--- src/rtl/mpmc9_app_rd_data_capture_if.sv ---
// Bus bundle for the MIG read-data capture block: read-tag push, MIG beats, line return and status.
interface mpmc9_app_rd_data_capture_if #(
  parameter int DW     = 128,
  parameter int NBEATS = 2,
  parameter int TAGW   = 4
);
  logic                   req_push;
  logic [TAGW-1:0]        req_tag;
  logic                   req_full;
  logic [DW-1:0]          app_rd_data;
  logic                   app_rd_data_valid;
  logic                   app_rd_data_end;
  logic                   line_valid;
  logic                   line_ready;
  logic [TAGW-1:0]        line_tag;
  logic [DW*NBEATS-1:0]   line_data;
  logic                   overflow;
  logic                   beat_err;

  modport slave (
    input  req_push, req_tag, app_rd_data, app_rd_data_valid, app_rd_data_end, line_ready,
    output req_full, line_valid, line_tag, line_data, overflow, beat_err
  );

  modport master (
    output req_push, req_tag, app_rd_data, app_rd_data_valid, app_rd_data_end, line_ready,
    input  req_full, line_valid, line_tag, line_data, overflow, beat_err
  );
endinterface

--- src/rtl/mpmc9_app_rd_data_capture.sv ---
// Assembles MIG read beats into tagged cache lines with a 2-entry return FIFO.
// Optional MPMC9_RDCAP_STATS_EN adds lines_done / lines_dropped counters.
module mpmc9_app_rd_data_capture #(
  parameter int DW        = 128,
  parameter int NBEATS    = 2,
  parameter int TAGW      = 4,
  parameter int TAG_DEPTH = 16
) (
  input  logic clk,
  input  logic rst,
  mpmc9_app_rd_data_capture_if.slave bus
`ifdef MPMC9_RDCAP_STATS_EN
  ,
  output logic [31:0] lines_done,
  output logic [15:0] lines_dropped
`endif
);
  localparam int CW  = $clog2(NBEATS);
  localparam int TPW = $clog2(TAG_DEPTH);
  localparam int LW  = DW * NBEATS;

  typedef enum logic {IDLE, FILL} state_e;

  state_e          state_q, state_d;
  logic [CW-1:0]   cnt_q, cnt_d;
  logic [CW-1:0]   wr_idx;
  logic            line_done, end_err;
  logic [LW-1:0]   line_asm;

  // In IDLE the counter is always zero, so the beat lands at index 0
  assign wr_idx = (state_q == IDLE) ? '0 : cnt_q;

  always_ff @(posedge clk) begin
    if (rst) begin
      state_q <= IDLE;
      cnt_q   <= '0;
    end else begin
      state_q <= state_d;
      cnt_q   <= cnt_d;
    end
  end

  always_comb begin
    state_d   = state_q;
    cnt_d     = cnt_q;
    line_done = 1'b0;
    end_err   = 1'b0;
    if (bus.app_rd_data_valid) begin
      if (wr_idx == CW'(NBEATS - 1)) begin
        line_done = bus.app_rd_data_end;
        end_err   = !bus.app_rd_data_end;
        cnt_d     = '0;
        state_d   = IDLE;
      end else if (bus.app_rd_data_end) begin
        end_err = 1'b1;
        cnt_d   = '0;
        state_d = IDLE;
      end else begin
        cnt_d   = wr_idx + CW'(1);
        state_d = FILL;
      end
    end
  end

  // The final beat bypasses storage and goes straight into the line
  for (genvar gi = 0; gi < NBEATS; gi++) begin : g_beat
    if (gi == NBEATS - 1) begin : g_last
      assign line_asm[gi*DW +: DW] = bus.app_rd_data;
    end else begin : g_store
      logic [DW-1:0] beat_q;
      always_ff @(posedge clk) begin
        if (bus.app_rd_data_valid && wr_idx == CW'(gi))
          beat_q <= bus.app_rd_data;
      end
      assign line_asm[gi*DW +: DW] = beat_q;
    end
  end

  logic [TAGW-1:0] tag_mem [TAG_DEPTH];
  logic [TPW:0]    twr_q, trd_q, twr_d, trd_d;
  logic            req_full_q;
  logic            tag_empty, tag_pop, tag_push_ok, tag_push_drop;
  logic [TAGW-1:0] tag_head;

  assign tag_empty     = (twr_q == trd_q);
  assign tag_pop       = (line_done || end_err) && !tag_empty;
  assign tag_push_ok   = bus.req_push && (!req_full_q || tag_pop);
  assign tag_push_drop = bus.req_push && req_full_q && !tag_pop;
  assign tag_head      = tag_mem[trd_q[TPW-1:0]];
  assign twr_d         = twr_q + {{TPW{1'b0}}, tag_push_ok};
  assign trd_d         = trd_q + {{TPW{1'b0}}, tag_pop};

  always_ff @(posedge clk) begin
    if (tag_push_ok)
      tag_mem[twr_q[TPW-1:0]] <= bus.req_tag;
  end

  logic            line_kept, tag_miss;
  logic [TAGW-1:0] otag_q  [2];
  logic [LW-1:0]   odata_q [2];
  logic [1:0]      owr_q, ord_q, owr_d, ord_d;
  logic            o_full, o_pop, o_push, o_drop;
  logic            line_valid_q, overflow_q, beat_err_q;

  assign line_kept = line_done && !tag_empty;
  assign tag_miss  = line_done && tag_empty;
  assign o_full    = (owr_q[1] != ord_q[1]) && (owr_q[0] == ord_q[0]);
  assign o_pop     = line_valid_q && bus.line_ready;
  assign o_push    = line_kept && (!o_full || o_pop);
  assign o_drop    = line_kept && o_full && !o_pop;
  assign owr_d     = owr_q + {1'b0, o_push};
  assign ord_d     = ord_q + {1'b0, o_pop};

  always_ff @(posedge clk) begin
    if (rst) begin
      twr_q        <= '0;
      trd_q        <= '0;
      req_full_q   <= 1'b0;
      owr_q        <= '0;
      ord_q        <= '0;
      line_valid_q <= 1'b0;
      overflow_q   <= 1'b0;
      beat_err_q   <= 1'b0;
      otag_q[0]    <= '0;
      otag_q[1]    <= '0;
      odata_q[0]   <= '0;
      odata_q[1]   <= '0;
    end else begin
      twr_q        <= twr_d;
      trd_q        <= trd_d;
      req_full_q   <= ((twr_d - trd_d) == (TPW+1)'(TAG_DEPTH));
      owr_q        <= owr_d;
      ord_q        <= ord_d;
      line_valid_q <= (owr_d != ord_d);
      overflow_q   <= overflow_q | tag_push_drop | o_drop;
      beat_err_q   <= beat_err_q | end_err | tag_miss;
      if (o_push) begin
        otag_q[owr_q[0]]  <= tag_head;
        odata_q[owr_q[0]] <= line_asm;
      end
    end
  end

  assign bus.req_full   = req_full_q;
  assign bus.line_valid = line_valid_q;
  assign bus.line_tag   = otag_q[ord_q[0]];
  assign bus.line_data  = odata_q[ord_q[0]];
  assign bus.overflow   = overflow_q;
  assign bus.beat_err   = beat_err_q;

`ifdef MPMC9_RDCAP_STATS_EN
  logic [31:0] lines_done_q;
  logic [15:0] lines_dropped_q;
  logic        drop_evt;

  assign drop_evt = o_drop || end_err || tag_miss;

  always_ff @(posedge clk) begin
    if (rst) begin
      lines_done_q    <= '0;
      lines_dropped_q <= '0;
    end else begin
      if (o_pop)
        lines_done_q <= lines_done_q + 32'd1;
      if (drop_evt && lines_dropped_q != 16'hFFFF)
        lines_dropped_q <= lines_dropped_q + 16'd1;
    end
  end

  assign lines_done    = lines_done_q;
  assign lines_dropped = lines_dropped_q;
`endif
endmodule

--- src/flat_wrapper.sv ---
// flat-port wrapper written by rule: the top's interface ports become plain ports
module mpmc9_app_rd_data_capture_flat 
#(
  parameter int DW        = 128,
  parameter int NBEATS    = 2,
  parameter int TAGW      = 4,
  parameter int TAG_DEPTH = 16
)
  (clk, rst, bus_req_push, bus_req_tag, bus_app_rd_data, bus_app_rd_data_valid, bus_app_rd_data_end, bus_line_ready, bus_req_full, bus_line_valid, bus_line_tag, bus_line_data, bus_overflow, bus_beat_err);
  mpmc9_app_rd_data_capture_if #(.DW(DW), .NBEATS(NBEATS), .TAGW(TAGW)) bus_i ();
  input  logic clk;
  input  logic rst;
  input wire logic [$bits(bus_i.req_push)-1:0] bus_req_push;
  input wire logic [$bits(bus_i.req_tag)-1:0] bus_req_tag;
  input wire logic [$bits(bus_i.app_rd_data)-1:0] bus_app_rd_data;
  input wire logic [$bits(bus_i.app_rd_data_valid)-1:0] bus_app_rd_data_valid;
  input wire logic [$bits(bus_i.app_rd_data_end)-1:0] bus_app_rd_data_end;
  input wire logic [$bits(bus_i.line_ready)-1:0] bus_line_ready;
  output wire logic [$bits(bus_i.req_full)-1:0] bus_req_full;
  output wire logic [$bits(bus_i.line_valid)-1:0] bus_line_valid;
  output wire logic [$bits(bus_i.line_tag)-1:0] bus_line_tag;
  output wire logic [$bits(bus_i.line_data)-1:0] bus_line_data;
  output wire logic [$bits(bus_i.overflow)-1:0] bus_overflow;
  output wire logic [$bits(bus_i.beat_err)-1:0] bus_beat_err;
  assign bus_i.req_push = bus_req_push;
  assign bus_i.req_tag = bus_req_tag;
  assign bus_i.app_rd_data = bus_app_rd_data;
  assign bus_i.app_rd_data_valid = bus_app_rd_data_valid;
  assign bus_i.app_rd_data_end = bus_app_rd_data_end;
  assign bus_i.line_ready = bus_line_ready;
  assign bus_req_full = bus_i.req_full;
  assign bus_line_valid = bus_i.line_valid;
  assign bus_line_tag = bus_i.line_tag;
  assign bus_line_data = bus_i.line_data;
  assign bus_overflow = bus_i.overflow;
  assign bus_beat_err = bus_i.beat_err;
  mpmc9_app_rd_data_capture #(.DW(DW), .NBEATS(NBEATS), .TAGW(TAGW), .TAG_DEPTH(TAG_DEPTH)) u_core (.clk(clk), .rst(rst), .bus(bus_i));
endmodule
--- config.mk ---
export PLATFORM = sky130hd
export DESIGN_NAME = mpmc9_app_rd_data_capture_flat
export DESIGN_NICKNAME = d
export VERILOG_FILES = /design/src/rtl/mpmc9_app_rd_data_capture_if.sv /design/src/rtl/mpmc9_app_rd_data_capture.sv /design/src/flat_wrapper.sv
export SDC_FILE = /design/constraint.sdc
export NUM_CORES = 1
export LEC_CHECK = 0
export CORE_ASPECT_RATIO = 0.75
export CORE_MARGIN = 8
export CORE_UTILIZATION = 55
export DETAILED_ROUTE_END_ITERATION = 12
export PLACE_DENSITY = 0.79
export SLEW_MARGIN = 10
export SYNTH_ARGS = -nofsm -noshare
export SYNTH_HDL_FRONTEND = slang
export SYNTH_SLANG_ARGS = --single-unit
--- constraint.sdc ---
create_clock -name clk -period 10.3 [get_ports clk]
set_input_delay 3.09 -clock clk [delete_from_list [all_inputs] [get_ports clk]]
set_output_delay 3.09 -clock clk [all_outputs]
set_load 0.02 [all_outputs]
==> results.cfg <==
[synth]
synth.yosys.seq_area_share = 0.730
ys.flop_type = edfxtp_1
synth_edf_count = 712
syn_nets = 1902
synth.distinct_cells = 40
syn_area_per_cell_um2 = 17.0
syn_inst = 1752
synth-async-reset-ratio = 0
synth_seq_cells = 731
synth_area_mm2 = 0.0298
synth_warnings = 0

[timing]
finalClockSkew_ns = 0.0157
fin_crit_ns = 6.64
timing.final.crit_share = 0.645
setup-tns-final_ns = 0
relSlewSlack = 0.162
drv_slew = 0
max_freq_ghz = 0.151
rsz0062_at_grt = false
holdWs_ns = 0.501
finalHoldViolations = 0
worst_pin_slew_ns = 1.26
finalSetupViolations = 0

[layout]
fin_area_mm2 = 0.0366
layout.nets = 2289
postLayoutCoreUtil = 0.679
area_growth_syn_to_layout_pct = 22.9
final_common_cell = edfxtp_1
final_cell_mix = 712 x edfxtp_1, 522 x and2_1, 401 x clkdlybuf4s50_1, 260 x mux2_2, 72 x clkbuf_16
drive_gt1_frac = 0.183
fill_cells = 3564

[drt]
via_per_inst = 5.34
drt_first_pass_iters = 5
wl_um = 63700
drt_iter0_markers = 1251
drcViolationCount = 0
wl_per_cell_um = 21.8
num_vias = 15600
drtAntennaViolNets = 0

[worst_setup_path]
regToRegSetupSlack_ns = 5.61
r2r-start = u_core.trd_q[2]
worstPathRequired_ns = 10.81
crit_path_start_kind = input port
slowest_stage = o21ai_2
rr_endpoint = u_core.bus.req_full
critical_path.max_stage_delay_ns = 0.54
crit_fanout = 17
crit_chain = clkdlybuf4s50_1 > inv_1 > ha_1 > o21a_1 > o31a_1 > o21ai_2 > inv_1 > ha_1 > ha_1 > xnor2_1 > inv_1 > ha_1 > or2_2 > a2111oi_0 > a31oi_1 > a211oi_1
rr_worst_depth = 14
crit_arrival_ns = 7.15
end_kind = flop
path_class = input port to flop
cp_common_cell = ha_1

[clocking]
path_clk_slew_ns = 0.06
ctsResizeCount = 0
clockBufferDepth = 3
root_buffer = clkbuf_16
cts_tree = done
postCtsSetupBuffers = 0
htree_levels = 3
clkLatencyLatePin_ns = 0.61
cts_sinks = 731
hold_buffers = 0
cts_buffers = 71

[worst_hold_path]
hp-start = u_core.bus.overflow
min_to = u_core.bus.overflow
hold_class = flop to flop
hold_path_depth = 1

[pwr]
p_total_mw = 6.46
power.leakage_nw = 13.1
cellPowerDensity_mw_per_mm2 = 176
ir_worst_vdd_v = 0.000132

[floorplan]
fp-row-count = 74
ioPinCount = 402
die_y_um = 218
dieArea_mm2 = 0.0619
die_x_um = 285
coreArea_mm2 = 0.0540
initial_core_util = 0.552

[job]
maxCapViolCount = 0

[global_route]
grt-ovfl-total = 0
grt_pass1_vias = 16300
grt_max_degree = 261
grt_usage = 0.198
grt_pass1_wl_um = 95400
antenna_found_initial = 3

[run_status]
status = completed

[placed_design]
port_buffers = 401
postPlaceCellArea_mm2 = 0.0344
gp_congestion = 0.768
place_hpwl_um = 38700
-- routing by layer --
layer / GRT usage / part of all wire / up-vias
li1: - / - / 7155
met1: 0.255 / 0.41 / 7921
met2: 0.334 / 0.50 / 428
met3: 0.0502 / 0.059 / 95
met4: 0.0548 / 0.024 / 0
met5: 0 / 0 / -
-- cells in the mapped netlist, types with 4 or more instances --
cell | number | area [um^2]
nand2_1 | 6 | 22.5
inv_1 | 8 | 30.0
clkbuf_1 | 38 | 143
mux2_2 | 260 | 2930
xnor2_1 | 14 | 123
and2_1 | 522 | 3270
nand2b_1 | 5 | 31.3
xor2_1 | 4 | 35.0
ha_1 | 12 | 150
edfxtp_1 | 712 | 21400
buf_1 | 7 | 26.3
dfxtp_1 | 19 | 380
mux4_2 | 20 | 450
nor4_1 | 6 | 37.5
buf_2 | 18 | 90.1
nand3_1 | 7 | 35.0
buf_4 | 34 | 255
nor3_1 | 12 | 60.1
nor2b_1 | 6 | 37.5
nor2_1 | 16 | 60.1
-- power breakdown --
part / switching, mW / internal, mW / total (mW)
registers: 0.0400 / 3.38 / 3.42
clock network: 1.08 / 1.45 / 2.53
logic: 0.278 / 0.231 / 0.509
total: 1.40 / 5.06 / 6.46
-- how the worst max path moves through the flow --
stage                           from                                  to  depth (start not counted)
3_3_place_gp     bus_app_rd_data_end                 u_core.bus.req_full                         16
2_1_floorplan  bus_app_rd_data_valid  u_core.g_beat[0].g_store.beat_q[0]                          1
4_1_cts              u_core.ord_q[0]                  bus_line_data[119]                          3
5_1_grt          bus_app_rd_data_end                 u_core.bus.req_full                         16
6_report         bus_app_rd_data_end                 u_core.bus.req_full                         16
3_5_place_dp     bus_app_rd_data_end                 u_core.bus.req_full                         16
-- layout make-up --
type                       instances  area (um^2)  share of cell area
tap                              722          903              0.0247
inverter                           8         30.0            0.000820
clock buffer                      86         1850              0.0506
clock inverter                    43          407              0.0111
antenna                            3         7.51            0.000205
sequential                       731        21800               0.594
multi-input combinational        915         7490               0.204
timing repair buffer             412         4170               0.114
-- stage by stage --
step	worst slack [ns]	std cells
after floorplan	1.03	1752
after global placement	3.37	2788
after detailed placement	3.14	2788
after CTS	3.76	2917
after global routing	3.42	2919
final	3.66	2920
-- kinds of logic after synthesis --
family / after synthesis / synth area share
flops: 731 / 0.730
simple gates: 589 / 0.123
mux: 281 / 0.114
buf+inv: 106 / 0.0186
xor+xnor: 20 / 0.00638
compound gates: 13 / 0.00307
fa+ha+maj: 12 / 0.00504
-- registers in the layout, indices dropped and copies added (netlist names), 2 cells and up --
name,flops
u_core.g_beat.g_store.beat_q,128
u_core.odata_q,512
u_core.ord_q,2
u_core.otag_q,8
u_core.owr_q,2
u_core.tag_mem,64
u_core.trd_q,5
u_core.twr_q,5
-- critical path: cells and delay by family --
family                   cells  cell delay (ns)
adder cells (fa/ha/maj)      4             1.01
XOR/XNOR                     1             0.33
buffers and inverters        4             0.75
AO/OA/AOI/OAI                6             1.66
AND/OR/NAND/NOR              1             0.29
Power figures use the tool's default switching activity.
